==> config.mk <==
export PLATFORM = sky130hd
export DESIGN_NAME = gray_sync_decoder_flat
export DESIGN_NICKNAME = d
export VERILOG_FILES = /design/src/rtl/gray_sync_decoder_if.sv /design/src/rtl/gray_sync_decoder.sv /design/src/flat_wrapper.sv
export SDC_FILE = /design/constraint.sdc
export NUM_CORES = 1
export LEC_CHECK = 0
export CORE_MARGIN = 2
export CORE_UTILIZATION = 35
export CTS_CLUSTER_DIAMETER = 50
export DETAILED_ROUTE_END_ITERATION = 12
export SLEW_MARGIN = 20
export SYNTH_ARGS = -nofsm -noshare
export SYNTH_HDL_FRONTEND = slang
export SYNTH_SLANG_ARGS = --single-unit
==> constraint.sdc <==
create_clock -name clk -period 3.3 [get_ports clk]
set_input_delay 0.495 -clock clk [delete_from_list [all_inputs] [get_ports clk]]
set_output_delay 0.495 -clock clk [all_outputs]
set_load 0.05 [all_outputs]
==> src/rtl/gray_sync_decoder_if.sv <==
// rtl/gray_sync_decoder_if.sv - port bundle between a Gray-count consumer and gray_sync_decoder
interface gray_sync_decoder_if #(
  parameter int N = 8
);
  logic [N-1:0] gray_in;
  logic         err_clr;
  logic [N-1:0] bin_out;
  logic         bin_valid;
  logic [N-1:0] delta;
  logic         err;
  logic         err_sticky;

  modport master (
    output gray_in, err_clr,
    input  bin_out, bin_valid, delta, err, err_sticky
  );

  modport slave (
    input  gray_in, err_clr,
    output bin_out, bin_valid, delta, err, err_sticky
  );
endinterface

==> src/rtl/gray_sync_decoder.sv <==
// rtl/gray_sync_decoder.sv - synchronizes and decodes a Gray count; GRAY_SYNC_ERRCHK_EN enables the multi-bit transition checker
module gray_sync_decoder #(
  parameter int N           = 8,
  parameter int SYNC_STAGES = 2
) (
  input  logic                clk,
  input  logic                rst,
  gray_sync_decoder_if.slave  bus
);

  function automatic logic [N-1:0] gray2bin(input logic [N-1:0] g);
    logic [N-1:0] b;
    b[N-1] = g[N-1];
    for (int i = N - 2; i >= 0; i--) begin
      b[i] = b[i+1] ^ g[i];
    end
    return b;
  endfunction

  logic [N-1:0] sync_q [SYNC_STAGES];
  logic [N-1:0] sync_d [SYNC_STAGES];
  logic [N-1:0] g_prev_q, g_prev_d;
  logic [N-1:0] bin_out_q, bin_out_d;
  logic [N-1:0] delta_q, delta_d;
  logic         bin_valid_q, bin_valid_d;
  logic [N-1:0] gs;
  logic [N-1:0] gs_bin;
  logic [N-1:0] gs_diff;
  logic         accept;

  // Plain shift chain; nothing combinational between stages so each flop can resolve metastability
  always_comb begin
    sync_d[0] = bus.gray_in;
    for (int i = 1; i < SYNC_STAGES; i++) begin
      sync_d[i] = sync_q[i-1];
    end
  end

  // Synchronizer flops
  always_ff @(posedge clk or posedge rst) begin
    if (rst) begin
      for (int i = 0; i < SYNC_STAGES; i++) begin
        sync_q[i] <= '0;
      end
    end else begin
      sync_q <= sync_d;
    end
  end

  // Accept any new synchronized value; delta is the modular step from the last accepted value
  always_comb begin
    gs          = sync_q[SYNC_STAGES-1];
    gs_bin      = gray2bin(gs);
    gs_diff     = gs ^ g_prev_q;
    accept      = (gs != g_prev_q);
    g_prev_d    = g_prev_q;
    bin_out_d   = bin_out_q;
    delta_d     = delta_q;
    bin_valid_d = 1'b0;
    if (accept) begin
      g_prev_d    = gs;
      bin_out_d   = gs_bin;
      delta_d     = gs_bin - bin_out_q;
      bin_valid_d = 1'b1;
    end
  end

  // Decoder state and registered outputs
  always_ff @(posedge clk or posedge rst) begin
    if (rst) begin
      g_prev_q    <= '0;
      bin_out_q   <= '0;
      delta_q     <= '0;
      bin_valid_q <= 1'b0;
    end else begin
      g_prev_q    <= g_prev_d;
      bin_out_q   <= bin_out_d;
      delta_q     <= delta_d;
      bin_valid_q <= bin_valid_d;
    end
  end

  assign bus.bin_out   = bin_out_q;
  assign bus.delta     = delta_q;
  assign bus.bin_valid = bin_valid_q;

`ifdef GRAY_SYNC_ERRCHK_EN
  logic err_q, err_d;
  logic err_sticky_q, err_sticky_d;
  logic multi_bit;

  // More than one bit set in the difference means the source skipped or the crossing tore a value;
  // a new error takes priority over a simultaneous clear so it is never lost
  always_comb begin
    multi_bit    = ((gs_diff & (gs_diff - N'(1))) != '0);
    err_d        = accept && multi_bit;
    err_sticky_d = err_sticky_q;
    if (err_d) begin
      err_sticky_d = 1'b1;
    end else if (bus.err_clr) begin
      err_sticky_d = 1'b0;
    end
  end

  // Error pulse and sticky flag
  always_ff @(posedge clk or posedge rst) begin
    if (rst) begin
      err_q        <= 1'b0;
      err_sticky_q <= 1'b0;
    end else begin
      err_q        <= err_d;
      err_sticky_q <= err_sticky_d;
    end
  end

  assign bus.err        = err_q;
  assign bus.err_sticky = err_sticky_q;
`else
  logic unused_err_inputs;

  // Checker absent: clear input and transition difference have no consumer
  assign unused_err_inputs = bus.err_clr ^ (^gs_diff);
  assign bus.err           = 1'b0;
  assign bus.err_sticky    = 1'b0;
`endif

endmodule

==> src/flat_wrapper.sv <==
// flat-port wrapper written by rule: the top's interface ports become plain ports
module gray_sync_decoder_flat 
#(
  parameter int N           = 8,
  parameter int SYNC_STAGES = 2
)
  (clk, rst, bus_gray_in, bus_err_clr, bus_bin_out, bus_bin_valid, bus_delta, bus_err, bus_err_sticky);
  gray_sync_decoder_if #(.N(N)) bus_i ();
  input  logic clk;
  input  logic rst;
  input wire logic [$bits(bus_i.gray_in)-1:0] bus_gray_in;
  input wire logic [$bits(bus_i.err_clr)-1:0] bus_err_clr;
  output wire logic [$bits(bus_i.bin_out)-1:0] bus_bin_out;
  output wire logic [$bits(bus_i.bin_valid)-1:0] bus_bin_valid;
  output wire logic [$bits(bus_i.delta)-1:0] bus_delta;
  output wire logic [$bits(bus_i.err)-1:0] bus_err;
  output wire logic [$bits(bus_i.err_sticky)-1:0] bus_err_sticky;
  assign bus_i.gray_in = bus_gray_in;
  assign bus_i.err_clr = bus_err_clr;
  assign bus_bin_out = bus_i.bin_out;
  assign bus_bin_valid = bus_i.bin_valid;
  assign bus_delta = bus_i.delta;
  assign bus_err = bus_i.err;
  assign bus_err_sticky = bus_i.err_sticky;
  gray_sync_decoder #(.N(N), .SYNC_STAGES(SYNC_STAGES)) u_core (.clk(clk), .rst(rst), .bus(bus_i));
endmodule
==> results.txt, run 1 <==
outcome - finished clean
Setup crit start kind - flip-flop
sequential area share after synthesis - 0.556
slew margin rel. - 0.654
Slew Limit Fails - 0
Netlist cell types - 36
register clock-pin slew on the reported worst setup and hold paths - 0.08 ns
TritonCTS buffer count - 5
drt total wl - 2.76 mm
Worst Tran Pin Value - 0.518 ns
EDFF count, synth - 0
CTS Sinks - 40
# setup viols final - 0
# DRC - 0
1st-iter DRT viols - 63
residual overflow from global routing - 0
Async S/R FF share, synth - 1.00
Yosys top cell by area - dfrtp_1
CP peak stage delay - 0.52 ns
nets@finish - 189
flop2flop setup slack - 0.22 ns
Synth area leaders - dfrtp_1 (56%), ha_1 (4.9%), xor2_1 (4.9%), o21a_1 (2.9%), inv_1 (2.5%)
period utilisation layout - 0.932
Yosys reg bits - 40
Final ANT Viol Nets - 0
Power Dens Cells - 840 nW/µm²
initial core utilization - 0.357
CP cell instances - xnor2_2 > xnor3_2 > xor2_4 > xnor2_2 > ha_1 > fa_1 > nor2b_1 > o21a_1 > o21a_1 > o311ai_0 > mux2_2
Worst Setup SP - u_core.gs[7]$_DFF_PP0_
post-synth top area share - 0.556
Die X - 75.7 µm
first-pass GRT wire length - 5.12 mm
routability cong. - 0.876
Layout area overhead - 22.6%
CTS Buffer Depth - 2
H-tree level count - 2
vias in the first global route - 1,172
Die H - 75.7 µm
Buffers on Ports - 26
Hold Vio Cnt, Final - 0
top_reg_cell synth - dfrtp_1
Critical Path Fanout Max - 4
number of top-level pins - 30
initial antenna violation count - 0
Final min period - 3.08 ns
clk_skew - 0.00485 ns
FP Rows - 26
max-cap check violation count - 0
1st-pass router iterations - 4
min-delay src - u_core.sync_d[3]$_DFF_PP0_
reg-to-reg startpoint - u_core.gs[7]$_DFF_PP0_
multi-input combinational cell area - 683 µm²
total inserted antenna cells - 0
LEAKAGE - 0.000974 µW
average size of a mapped cell - 12.2 µm²
Critical Path AT - 3.25 ns
Worst Setup End Kind - flip-flop
core box area - 5040 µm²
fillcell total - 482
FF+latch area - 1000 µm²
setup TNS - 0 ns
via-per-instance ratio - 4.47
Fin Hold WS - 0.352 ns
Min-Delay Path Class - reg2reg
Detail Placement HPWL - 2.04 mm
GRT Total Usage - 0.120
unrepaired setup endpoints after global routing - false
Root Driver - clkbuf_8
critical-path cell with the highest stage delay - xnor3_2
DR WL/cell - 11.5 µm
commonest non-fill, non-tap cell in the layout - dfrtp_1
most frequent cells in the layout - dfrtp_1 (40), clkdlybuf4s50_1 (26), inv_1 (12)
Post-Syn Area - 1800 µm²
share of cells above drive strength 1 - 0.123
Ys Warns - 0
worst path required time - 3.48 ns
largest net degree at the start of global routing - 41
vias - 1,077
Fmax - 325 MHz
CTS tree - yes
VDD IR max - 0.306 mV
crit path kind - reg2reg
worst skew pair latency - 0.28 ns
Gate Count Post-Synth - 147
hold_buf cts - 0
die area - 5730 µm²
stage by stage:
step / util / instances / cell area, µm² / total power (µW) / setup slack [ns]
floorplan: - / 148 / 1800 / 1240 / 0.352
global placement: 0.413 / 233 / 2080 / 1450 / 0.182
detailed placement: 0.413 / 233 / 2080 / 1470 / 0.158
CTS: 0.436 / 241 / 2200 / 1880 / 0.148
global route: 0.438 / 241 / 2210 / 1990 / 0.0144
finish: 0.438 / 241 / 2210 / 1850 / 0.223
per-layer routing:
metal,wire [µm],global-route usage,vias up
li1,-,-,527
met1,1140,0.140,522
met2,1460,0.204,22
met3,104,0.0278,6
met4,54,0.0682,0
met5,0,0,-
critical path: cells and delay by family, from the launching register on:
kind            cells  cell delay, ns
mux                 1            0.28
simple gates        1            0.12
xor+xnor            4            1.08
flops               1            0.43
fa+ha+maj           2            0.63
compound gates      3            0.43
state kept, by name, indices dropped and copies added, names as in the netlist:
name and count:
u_core.bus.bin_valid 1, u_core.gs 8, u_core.g_prev_q 7, u_core.sync_d 8
u_core.bus.bin_out 8, u_core.bus.delta 8
logic make-up after synthesis:
group | share of synthesized area
adders and majority gates | 0.0598
buffers and inverters | 0.0709
muxes | 0.0250
AOI/OAI and AO/OA | 0.103
and+or+nand+nor | 0.0688
DFF | 0.556
other | 0.00208
xor gates and xnor gates | 0.115
Yosys cell counts (3+ instances only):
library cell / number
a21oi_1: 4
buf_4: 3
clkbuf_1: 7
dfrtp_1: 40
ha_1: 7
inv_1: 12
mux2_2: 4
nand2_1: 3
nor2_1: 6
nor2b_1: 3
nor3_1: 4
o21a_1: 7
o21ai_0: 7
xnor2_1: 4
xor2_1: 10
path summary, 6_finish.rpt:
kind / to / cells past startpoint
min reg2reg: u_core.gs[3]$_DFF_PP0_ / 0
max in group asynchronous: u_core.bus.bin_out[6]$_DFFE_PP0P_ / 3
max: u_core.bus.delta[6]$_DFFE_PP0P_ / 11
min in group asynchronous: u_core.sync_d[1]$_DFF_PP0_ / 3
max reg2reg: u_core.bus.delta[6]$_DFFE_PP0P_ / 11
min: u_core.gs[3]$_DFF_PP0_ / 0
layout make-up:
type,count,share of cell area
Multi-Input combinational cell,83,0.310
Inverter,12,0.0204
Clock inverter,3,0.0210
Sequential cell,40,0.454
Timing Repair Buffer,28,0.125
Tap cell,70,0.0397
Clock buffer,5,0.0312
report_power, final:
part	total (µW)	internal, µW	leakage [µW]	switching (µW)
logic	819	322	0.000457	498
clock network	401	228	0.0000548	173
registers	633	579	0.000462	54.2
what timing repair did:
action                     4_1_cts  5_1_grt
buffers inserted                 0        0
setup endpoints to repair        0        1
gates resized for setup          0        1
No activity file was read; power rests on OpenSTA's default activity.
==> inputs of run 2 (changes only) <==
CTS_CLUSTER_DIAMETER = 80   (was 50)
==> results of run 2 <==
Final layout, timing and power as in run 1 (identical DEF).
==> inputs of run 3 (changes only) <==
CAP_MARGIN = 20   (was not set)
SKIP_LAST_GASP = 1   (was not set)
==> results of run 3 <==
Final layout, timing and power as in run 1 (identical DEF).
